`src/rtl/req_encode8_if.sv`:
```
// Handshake bundle between the request encoder and its consumer.
// The slave modport is the encoder's view; the master modport is the requester/consumer side.
interface req_encode8_if;
  logic       enable;
  logic [7:0] req;
  logic       ready;
  logic       valid;
  logic [2:0] idx;
  logic [7:0] grant;

  modport slave (
    input  enable,
    input  req,
    input  ready,
    output valid,
    output idx,
    output grant
  );

  modport master (
    output enable,
    output req,
    output ready,
    input  valid,
    input  idx,
    input  grant
  );
endinterface

```
`src/rtl/req_encode8.sv`:
```
// req_encode8: eight-way request encoder/arbiter with a registered index and one-hot grant
// under a valid/ready handshake. A committed grant is held until the consumer accepts it.
// Build option: define REQ_ENCODE8_ROUND_ROBIN_EN for round-robin selection; otherwise the
// lowest requesting index wins and no rotation pointer exists.
module req_encode8 (
  input logic          clk,
  input logic          rst_n,
  req_encode8_if.slave bus
);

  typedef enum logic {IDLE = 1'b0, HOLD = 1'b1} state_t;

  state_t     state_q;
  logic       valid_q;
  logic [2:0] idx_q;
  logic [7:0] grant_q;
  logic [2:0] win_d;
  logic       any_req;

  assign any_req = |bus.req;

`ifdef REQ_ENCODE8_ROUND_ROBIN_EN
  logic [2:0] ptr_q;
  logic [2:0] start_d;

  // First set request scanning upward from s, wrapping 7 -> 0.
  function automatic logic [2:0] pick_rr(input logic [7:0] r, input logic [2:0] s);
    logic [2:0] j;
    logic       found;
    pick_rr = s;
    found   = 1'b0;
    for (int k = 0; k < 8; k++) begin
      j = s + 3'(k);
      if (!found && r[j]) begin
        pick_rr = j;
        found   = 1'b1;
      end
    end
  endfunction

  // In HOLD a new pick only happens on acceptance, where the pointer is about to become idx+1,
  // so scan from there directly rather than from the stale pointer.
  always_comb begin
    start_d = (state_q == HOLD) ? (idx_q + 3'd1) : ptr_q;
    win_d   = pick_rr(bus.req, start_d);
  end
`else
  // Lowest set request index.
  function automatic logic [2:0] pick_fixed(input logic [7:0] r);
    pick_fixed = 3'd0;
    for (int k = 7; k >= 0; k--) begin
      if (r[k]) pick_fixed = 3'(k);
    end
  endfunction

  // Fixed-priority winner from the live request lines.
  always_comb begin
    win_d = pick_fixed(bus.req);
  end
`endif

  // Two-state handshake FSM with registered valid/idx/grant (and rotation pointer when enabled).
  always_ff @(posedge clk or negedge rst_n) begin
    if (!rst_n) begin
      state_q <= IDLE;
      valid_q <= 1'b0;
      idx_q   <= 3'd0;
      grant_q <= 8'h00;
`ifdef REQ_ENCODE8_ROUND_ROBIN_EN
      ptr_q   <= 3'd0;
`endif
    end else begin
      case (state_q)
        IDLE: begin
          if (bus.enable && any_req) begin
            idx_q   <= win_d;
            grant_q <= 8'h01 << win_d;
            valid_q <= 1'b1;
            state_q <= HOLD;
          end
        end
        HOLD: begin
          // Frozen until accepted; req/enable changes are ignored while ready is low.
          if (bus.ready) begin
`ifdef REQ_ENCODE8_ROUND_ROBIN_EN
            ptr_q <= idx_q + 3'd1;
`endif
            if (bus.enable && any_req) begin
              idx_q   <= win_d;
              grant_q <= 8'h01 << win_d;
            end else begin
              valid_q <= 1'b0;
              grant_q <= 8'h00;
              state_q <= IDLE;
            end
          end
        end
        default: begin
          state_q <= IDLE;
          valid_q <= 1'b0;
          grant_q <= 8'h00;
        end
      endcase
    end
  end

  assign bus.valid = valid_q;
  assign bus.idx   = idx_q;
  assign bus.grant = grant_q;

endmodule

```
`src/flat_wrapper.sv`:
```
// flat-port wrapper written by rule: the top's interface ports become plain ports
module req_encode8_flat 
  (clk, rst_n, bus_enable, bus_req, bus_ready, bus_valid, bus_idx, bus_grant);
  req_encode8_if bus_i ();
  input logic clk;
  input logic rst_n;
  input wire logic [$bits(bus_i.enable)-1:0] bus_enable;
  input wire logic [$bits(bus_i.req)-1:0] bus_req;
  input wire logic [$bits(bus_i.ready)-1:0] bus_ready;
  output wire logic [$bits(bus_i.valid)-1:0] bus_valid;
  output wire logic [$bits(bus_i.idx)-1:0] bus_idx;
  output wire logic [$bits(bus_i.grant)-1:0] bus_grant;
  assign bus_i.enable = bus_enable;
  assign bus_i.req = bus_req;
  assign bus_i.ready = bus_ready;
  assign bus_valid = bus_i.valid;
  assign bus_idx = bus_i.idx;
  assign bus_grant = bus_i.grant;
  req_encode8 u_core (.clk(clk), .rst_n(rst_n), .bus(bus_i));
endmodule
```
`config.mk`:
```
export PLATFORM = sky130hd
export DESIGN_NAME = req_encode8_flat
export DESIGN_NICKNAME = d
export VERILOG_FILES = /design/src/rtl/req_encode8_if.sv /design/src/rtl/req_encode8.sv /design/src/flat_wrapper.sv
export SDC_FILE = /design/constraint.sdc
export NUM_CORES = 1
export LEC_CHECK = 0
export ABC_AREA = 0
export BUFFER_PORTS_ARGS = -buffer_cell sky130_fd_sc_hd__clkbuf_2
export CORE_MARGIN = 10
export CORE_UTILIZATION = 45
export DETAILED_ROUTE_END_ITERATION = 8
export GPL_TIMING_DRIVEN = 0
export PLACE_DENSITY_LB_ADDON = 0.15
export SYNTH_ARGS = -nofsm -noshare
export SYNTH_HDL_FRONTEND = slang
export SYNTH_SLANG_ARGS = --single-unit
```
`constraint.sdc`:
```
create_clock -name clk -period 1.9 [get_ports clk]
set_clock_uncertainty 0.2 [all_clocks]
set_input_delay 0.475 -clock clk [delete_from_list [all_inputs] [get_ports clk]]
set_output_delay 0.475 -clock clk [all_outputs]
set_load 0.1 [all_outputs]
```
* Yosys cells after proc, flatten, opt, wreduce, memory -nomap -nowiden *
Index checks and enable logic that the tools add are counted.

storage, ports and cells
  bits in registers = 13
  logic and storage cells = 35

cells by class
  equal/unequal tests = 3
  shift-type cells = 1
  muxes and demuxes = 22
  bitwise operators = 1
  reduce and logical (&&, ||, !) cells = 4

operators by type and width
  kind                                              count
  two-way mux 3 bit                                 10
  two-way mux 8 bit                                 3
  case mux 8 bit (2 select lines)                   1
  OR reduction 8 bit                                1
  << shifter 1 x 3 -> 8 bit (first input constant)  1
  case mux 3 bit (2 select lines)                   1
  two-way mux 1 bit                                 5
  != test 2 bit (second input constant)             2
  case mux 1 bit (2 select lines)                   2
  AND reduction 3 bit                               1
  != test 2 x 1 -> 1 bit (second input constant)    1
  AND reduction 2 bit                               1
  logical AND 1 bit                                 1
  NOT 1 bit                                         1

* Longest topological paths before layout *
Gate-level depths: netlist of run 1.

  depth in word-level cells = 12
  mapped depth = 4
  depth with buffers taken out = 4

* Worst setup path before layout of run 1 *
Ideal clock, no wire load.

  path kind = input to register
  start = in bus_req[5]
  end = reg u_core.grant_q[7], in the netlist u_core.bus.grant[7]
  setup time = 0.069 ns
  data arrival time = 1.836 ns
  setup slack = -0.205 ns
  stages = 4
  cells stage by stage = or4_1 o21ai_0 o21a_1 a22o_1

between the ends
  cells in the longest elaborated chain, start to end = 10

ends and longest elaborated chain
  what                             line                                  source
  start: declaration               flat_wrapper.sv:8                     input wire logic [$bits(bus_i.req)-1:0] bus_req;
  two-way mux 3 bit (6 in a row)   req_encode8.sv:52                     if (r[k]) pick_fixed = 3'(k);
  << shifter 1 x 3 -> 8 bit        req_encode8.sv:77, req_encode8.sv:90
  two-way mux 8 bit                req_encode8.sv:88                     if (bus.enable && any_req) begin
  two-way mux 8 bit                req_encode8.sv:84                     if (bus.ready) begin
  case mux 8 bit (2 select lines)  req_encode8.sv:73                     case (state_q)
  end signal: assignment           req_encode8.sv:77                     grant_q <= 8'h01 << win_d;
  end signal: assignment           req_encode8.sv:90                     grant_q <= 8'h01 << win_d;
  end: declaration                 req_encode8.sv:16                     logic [7:0] grant_q;

Several ways; a longest one is shown, not always the timed one. The select of a mux whose other input is x is not followed.
A chain may end at the register's enable or synchronous reset.

* Worst setup path in the final report of run 1 *
  start = in bus_req[1]
  end = reg u_core.grant_q[5], in the netlist u_core.bus.grant[5]

between the ends
  cells in the longest elaborated chain, start to end = 6

ends and longest elaborated chain
  what                             line
  two-way mux 3 bit (2 in a row)   req_encode8.sv:52
  << shifter 1 x 3 -> 8 bit        req_encode8.sv:77, req_encode8.sv:90
  two-way mux 8 bit                req_encode8.sv:88
  two-way mux 8 bit                req_encode8.sv:84
  case mux 8 bit (2 select lines)  req_encode8.sv:73

Several ways; a longest one is shown, not always the timed one. The select of a mux whose other input is x is not followed.

==> results.cfg, run 1 <==
[run_status]
status = finished with violations
violations = setup timing

[finish]
n_fill_cell = 101
final_common_cell = clkbuf_2
final_nets = 105
area.growth.synth_to_final_pct = 40.4
fin_util_pct = 67.0
drive_gt1_share_pct = 41.3
diodes = 0
mostFrequentLayoutCells = clkbuf_2, dfrtp_1, nand2_1, buf_4

[global_routing]
grt_max_degree = 14
grt_usage_pct = 11.0
grt_pass1_vias = 642
grt_overflow_total = 0
grt_pass1_wl_um = 2920
antenna_found_initial = 0

[pwr]
p_seq_share_pct = 42.8
switching_power_mw = 0.286
finalPower_mw = 0.718
leakagePower_nw = 0.445
power_density_nw_per_um2 = 812
switching_share_pct = 39.9
p_int_mw = 0.431
p_clk_share_pct = 24.0
share_comb_of_total_power_pct = 33.2
ir_drop_uv = 526

[detailed_routing]
ant_nets = 0
routed_wl_um = 1690
drt-initial-drc-count = 15
first_pass_iters = 4
num_vias = 599
drc_errors = 0
viasPerCell = 5.60
post_drt_wl_per_cell_um = 15.8

[synthesis]
synth-edff-count = 0
async_flop_share_pct = 100
synth.area.top_cells = dfrtp_1, a32o_1, nand2_1
yosysWarnings = 0
syn_area_um2 = 629
yosys.area.top_type = dfrtp_1
synthFlopType = dfrtp_1
synthCells = 60
synth_seq_cells = 13
synth.distinct_cells = 28
syn-num-nets = 72
seq_area_frac_synth_pct = 51.7
synth_top_area_share_pct = 51.7
syn_avg_cell_area_um2 = 10.5

[min_path]
hold_start = bus_req[2]
hp-class = in2reg
hold-path-endpoint = u_core.bus.grant[2]
holdPathStages = 2

[sta]
hold_violations = 0
setup_tns_ns = -0.148
rsz0062_at_grt = yes
post-route-min-period_ns = 1.96
drv_slew = 0
tightest_slew_ns = 0.624
period_share_pct = 103
slew_headroom_pct = 58.4
fin_ws_ns = -0.0634
setup_viol_count_final = 4
timing.fmax_ghz = 0.509

[worst_setup_path]
critical_path_buf_inv_count = 1
arrival_ns = 1.98
reg2reg_to = u_core.bus.grant[5]
reg2reg_depth = 4
cp_cell_sequence = buf_8 -> or4_4 -> or3b_4 -> or3_4 -> o2bb2ai_2
crit_slowest_cell = or4_4
cp_slowest_stage_delay_ns = 0.52
worstPathRequired_ns = 1.91
endpoint_kind = flop
criticalPathCategory = in2reg
cp_top_family = simple AND/OR/NAND/NOR gates
crit_fanout = 2
reg2reg_slack_ns = 0.11
worstSetupStartpointType = input pin
timing.rr.start = u_core.state_q

[die]
die_w_um = 57.4
start_util_pct = 47.8
fp-row-count = 13
die_h_um = 57.4
io_pins = 24
coreArea_um2 = 1320
die_area_um2 = 3290

[place]
post-place-ws_ns = -0.450
dpl.hpwl_um = 1250
place_congestion = 0.776
port_buffers = 23

[clock_network]
cts_buffers = 3
clock_latency_ns = 0.28
htreeDepth = 1
clock_sinks = 13
cts_root_buf = clkbuf_4
cts_tree = done
cts.clk_slew.worst_paths_ns = 0.08
clockBufferDepth = 2

[flow_run]
cap_violations = 0
[cell usage after synthesis, drive strengths merged (2+ instances only)]
cell type and count:
dfrtp 13, nand2 5, inv 4, nor2 4, o21ai 3, a21oi 2
a22o 2, a22oi 2, a32o 2, nand2b 2, nor3 2, o21a 2
o2bb2ai 2, or4 2
[layout make-up]
type	instances	area (um2)	share of cell area, %
clock buffer	4	26.3	2.97
inverter	4	15.0	1.70
multi-input combinational	43	320	36.3
sequential	13	325	36.8
tap	15	18.8	2.12
timing repair buffer	28	178	20.1
[registers in the layout (all words and copies together), names as in the netlist]
register	cells
u_core.bus.grant	8
u_core.state_q	1
u_core.bus.valid	1
u_core.bus.idx	3
[worst max path at each step]
stage	startpoint	endpoint	slack, ns	cells past startpoint
2_1_floorplan	bus_req[3]	u_core.bus.grant[4]	-0.20	4
3_3_place_gp	bus_req[3]	u_core.bus.grant[4]	-0.46	5
3_5_place_dp	bus_req[3]	u_core.bus.grant[4]	-0.45	5
4_1_cts	bus_req[1]	u_core.bus.grant[5]	-0.07	5
5_1_grt	bus_req[1]	u_core.bus.grant[4]	-0.09	5
6_report	bus_req[1]	u_core.bus.grant[5]	-0.06	5
[repair_timing]
item,in CTS,in global routing
hold buffers,1,0
endpoints found under the hold margin,13,0
gates resized for setup,9,5
endpoints found under the setup margin,6,5
pin swaps,2,0
setup buffers,3,1
[through the flow]
stage / area, um2 / hold slack, ns / cells
global placement: 763 / 0.185 / 98
CTS: 871 / 0.278 / 106
floorplan: 629 / -0.0206 / 60
global route: 883 / 0.245 / 107
finish: 883 / 0.245 / 107
detailed placement: 763 / 0.188 / 98
[power groups by stage]
stage / clock network (mW) / registers (mW) / logic, mW
floorplan: 0 / 0.434 / 0.0442
global placement: 0 / 0.311 / 0.220
detailed placement: 0 / 0.312 / 0.223
CTS: 0.176 / 0.307 / 0.236
global route: 0.192 / 0.311 / 0.251
finish: 0.172 / 0.307 / 0.238
[per-layer routing]
metal / track usage, % / share of wire [%] / vias to the layer above
li1: - / - / 298
met1: 12.3 / 42 / 277
met2: 17.5 / 48 / 21
met3: 4.87 / 8.8 / 3
met4: 5.03 / 1.2 / 0
met5: 0 / 0 / -
[cells by family (layout without fill, tap and decap cells)]
family	count (synthesis)	after routing	synth area share, %
AO/OA/AOI/OAI	22	22	26.6
AND/OR/NAND/NOR	21	21	19.3
flip-flops	13	13	51.7
buffers and inverters	4	36	2.38
Note: power is estimated with default switching activity, not from simulation.
==> run 2: changes to the inputs <==
--- a/config.mk
+++ b/config.mk
@@ -12,6 +12,7 @@
 export DETAILED_ROUTE_END_ITERATION = 8
 export GPL_TIMING_DRIVEN = 0
 export PLACE_DENSITY_LB_ADDON = 0.15
+export REMOVE_ABC_BUFFERS = 1
 export SYNTH_ARGS = -nofsm -noshare
 export SYNTH_HDL_FRONTEND = slang
 export SYNTH_SLANG_ARGS = --single-unit
==> run 2 against run 1 <==
Compared with the run above:
- the run still ends with setup timing left
- sequential power about the same
- non-clock buffer count down 1
- first-iteration DRC count down 6.7%
- clock-buffer cell count unchanged
- cell area down 1.4%
- sequential share of layout area up 0.53 points
- combinational power down 2%
- utilization down 0.95 points
- setup slack worse by 0.0043 ns
- critical path depth unchanged
- flip-flop and latch count unchanged
- via count down 0.17%
- critical path type unchanged
- highest routed layer unchanged
==> results.cfg, run 2 (synthesis results as in run 1) <==
[run_status]
status = finished with violations
violations = setup timing

[worst_setup_path]
arrival_ns = 1.98
worstSetupStartpointType = input pin
crit_fanout = 6
criticalPathCategory = in2reg
worstPathRequired_ns = 1.92
endpoint_kind = flop
reg2reg_slack_ns = 0.12

[finish]
seqCellArea_um2 = 325
drive_gt1_share_pct = 40.7
mostFrequentLayoutCells = clkbuf_2, dfrtp_1, nand2_1
diodes = 0
final_nets = 104
area.growth.synth_to_final_pct = 38.4
final_area_um2 = 871
final_common_cell = clkbuf_2
finalNonFillerCells = 106
n_fill_cell = 110
largest_reg_flops = 8
multiInputGateArea_um2 = 314

[sta]
slew_headroom_pct = 60.3
post-route-min-period_ns = 1.97
setup_viol_count_final = 3
rsz0062_at_grt = yes
hold_violations = 0
drv_slew = 0
period_share_pct = 104
fin_ws_ns = -0.0677
tightest_slew_ns = 0.596
timing.fmax_ghz = 0.508

[detailed_routing]
drt-initial-drc-count = 14
viasPerCell = 5.64
ant_nets = 0
first_pass_iters = 4
drc_errors = 0
num_vias = 598
post_drt_wl_per_cell_um = 15.9
routed_wl_um = 1680

[die]
coreArea_um2 = 1320
die_area_um2 = 3290
io_pins = 24
die_w_um = 57.4
start_util_pct = 47.8
die_h_um = 57.4
fp-row-count = 13

[flow_run]
cap_violations = 0

[global_routing]
grt_overflow_total = 0
grt_pass1_vias = 624
grt_usage_pct = 9.89
antenna_found_initial = 0
grt_max_degree = 14
grt_pass1_wl_um = 2670

[place]
port_buffers = 23
place_congestion = 0.777
dp.cells = 98
dpl.hpwl_um = 1220
placed_cell_area_um2 = 763

[clock_network]
clock_sinks = 13
cts_buffers = 3
cts_root_buf = clkbuf_4
clock_latency_ns = 0.28
clockBufferDepth = 2
htreeDepth = 1
cts_tree = done
cts.clk_slew.worst_paths_ns = 0.08

[pwr]
leakagePower_nw = 0.440
power_density_nw_per_um2 = 819
ir_drop_uv = 454

[min_path]
hp-class = in2reg
## run 2: power breakdown
group	switching (mW)	leakage (nW)	total [mW]	internal [mW]
Clock	0.0915	0.0150	0.173	0.0816
Combinational	0.182	0.253	0.234	0.0521
Sequential	0.0116	0.172	0.306	0.294
## run 2: cell type report
cell class	instances	area share, %
clock buffer	4	3.02
inverter	4	1.72
multi-input combinational	43	36.1
sequential	13	37.4
tap	15	2.16
timing repair buffer	27	19.7
## run 2: critical path, stage by stage
cell	delay, ns
buf_2	0.14
or4_4	0.49
or3b_4	0.40
or3_4	0.35
o2bb2ai_2	0.13
## run 2: layer usage
metal | track usage [%] | wire length, um | vias to the layer above
met3 | 4.87 | 163 | 5
met5 | 0 | 0 | -
met4 | 6.71 | 38 | 0
met2 | 15.0 | 734 | 22
li1 | - | - | 292
met1 | 10.5 | 748 | 279
## run 2: worst paths after layout
kind,start,to,cells after the start
setup reg to reg,u_core.state_q,u_core.bus.grant[5],4
hold / removal,bus_req[2],u_core.bus.grant[2],2
setup / recovery,bus_req[3],u_core.bus.grant[5],5
min in group asynchronous,rst_n,u_core.bus.grant[5],2
max in group asynchronous,rst_n,u_core.bus.grant[3],2
hold reg to reg,u_core.bus.idx[0],u_core.bus.idx[0],2
## run 2: stage by stage
stage                     total power, mW  utilization (%)  setup TNS, ns  setup slack, ns  hold WS [ns]
after floorplan                     0.478                -          -1.50           -0.205       -0.0206
after global placement              0.531             57.9          -4.97           -0.561         0.186
after detailed placement            0.534             57.9          -5.03           -0.561         0.193
after CTS                           0.718             65.1         -0.206          -0.0771         0.277
after global routing                0.740             66.1         -0.254          -0.0965         0.245
final                               0.713             66.1         -0.140          -0.0677         0.249
## run 2: what timing repair did
item                                   in CTS  in global routing
pin swaps                                   2                  0
setup buffers                               2                  1
gates resized for setup                    10                  4
cloned                                      0                  0
setup endpoints to repair                   9                  4
endpoints found under the hold margin      13                  0
hold buffers                                1                  0
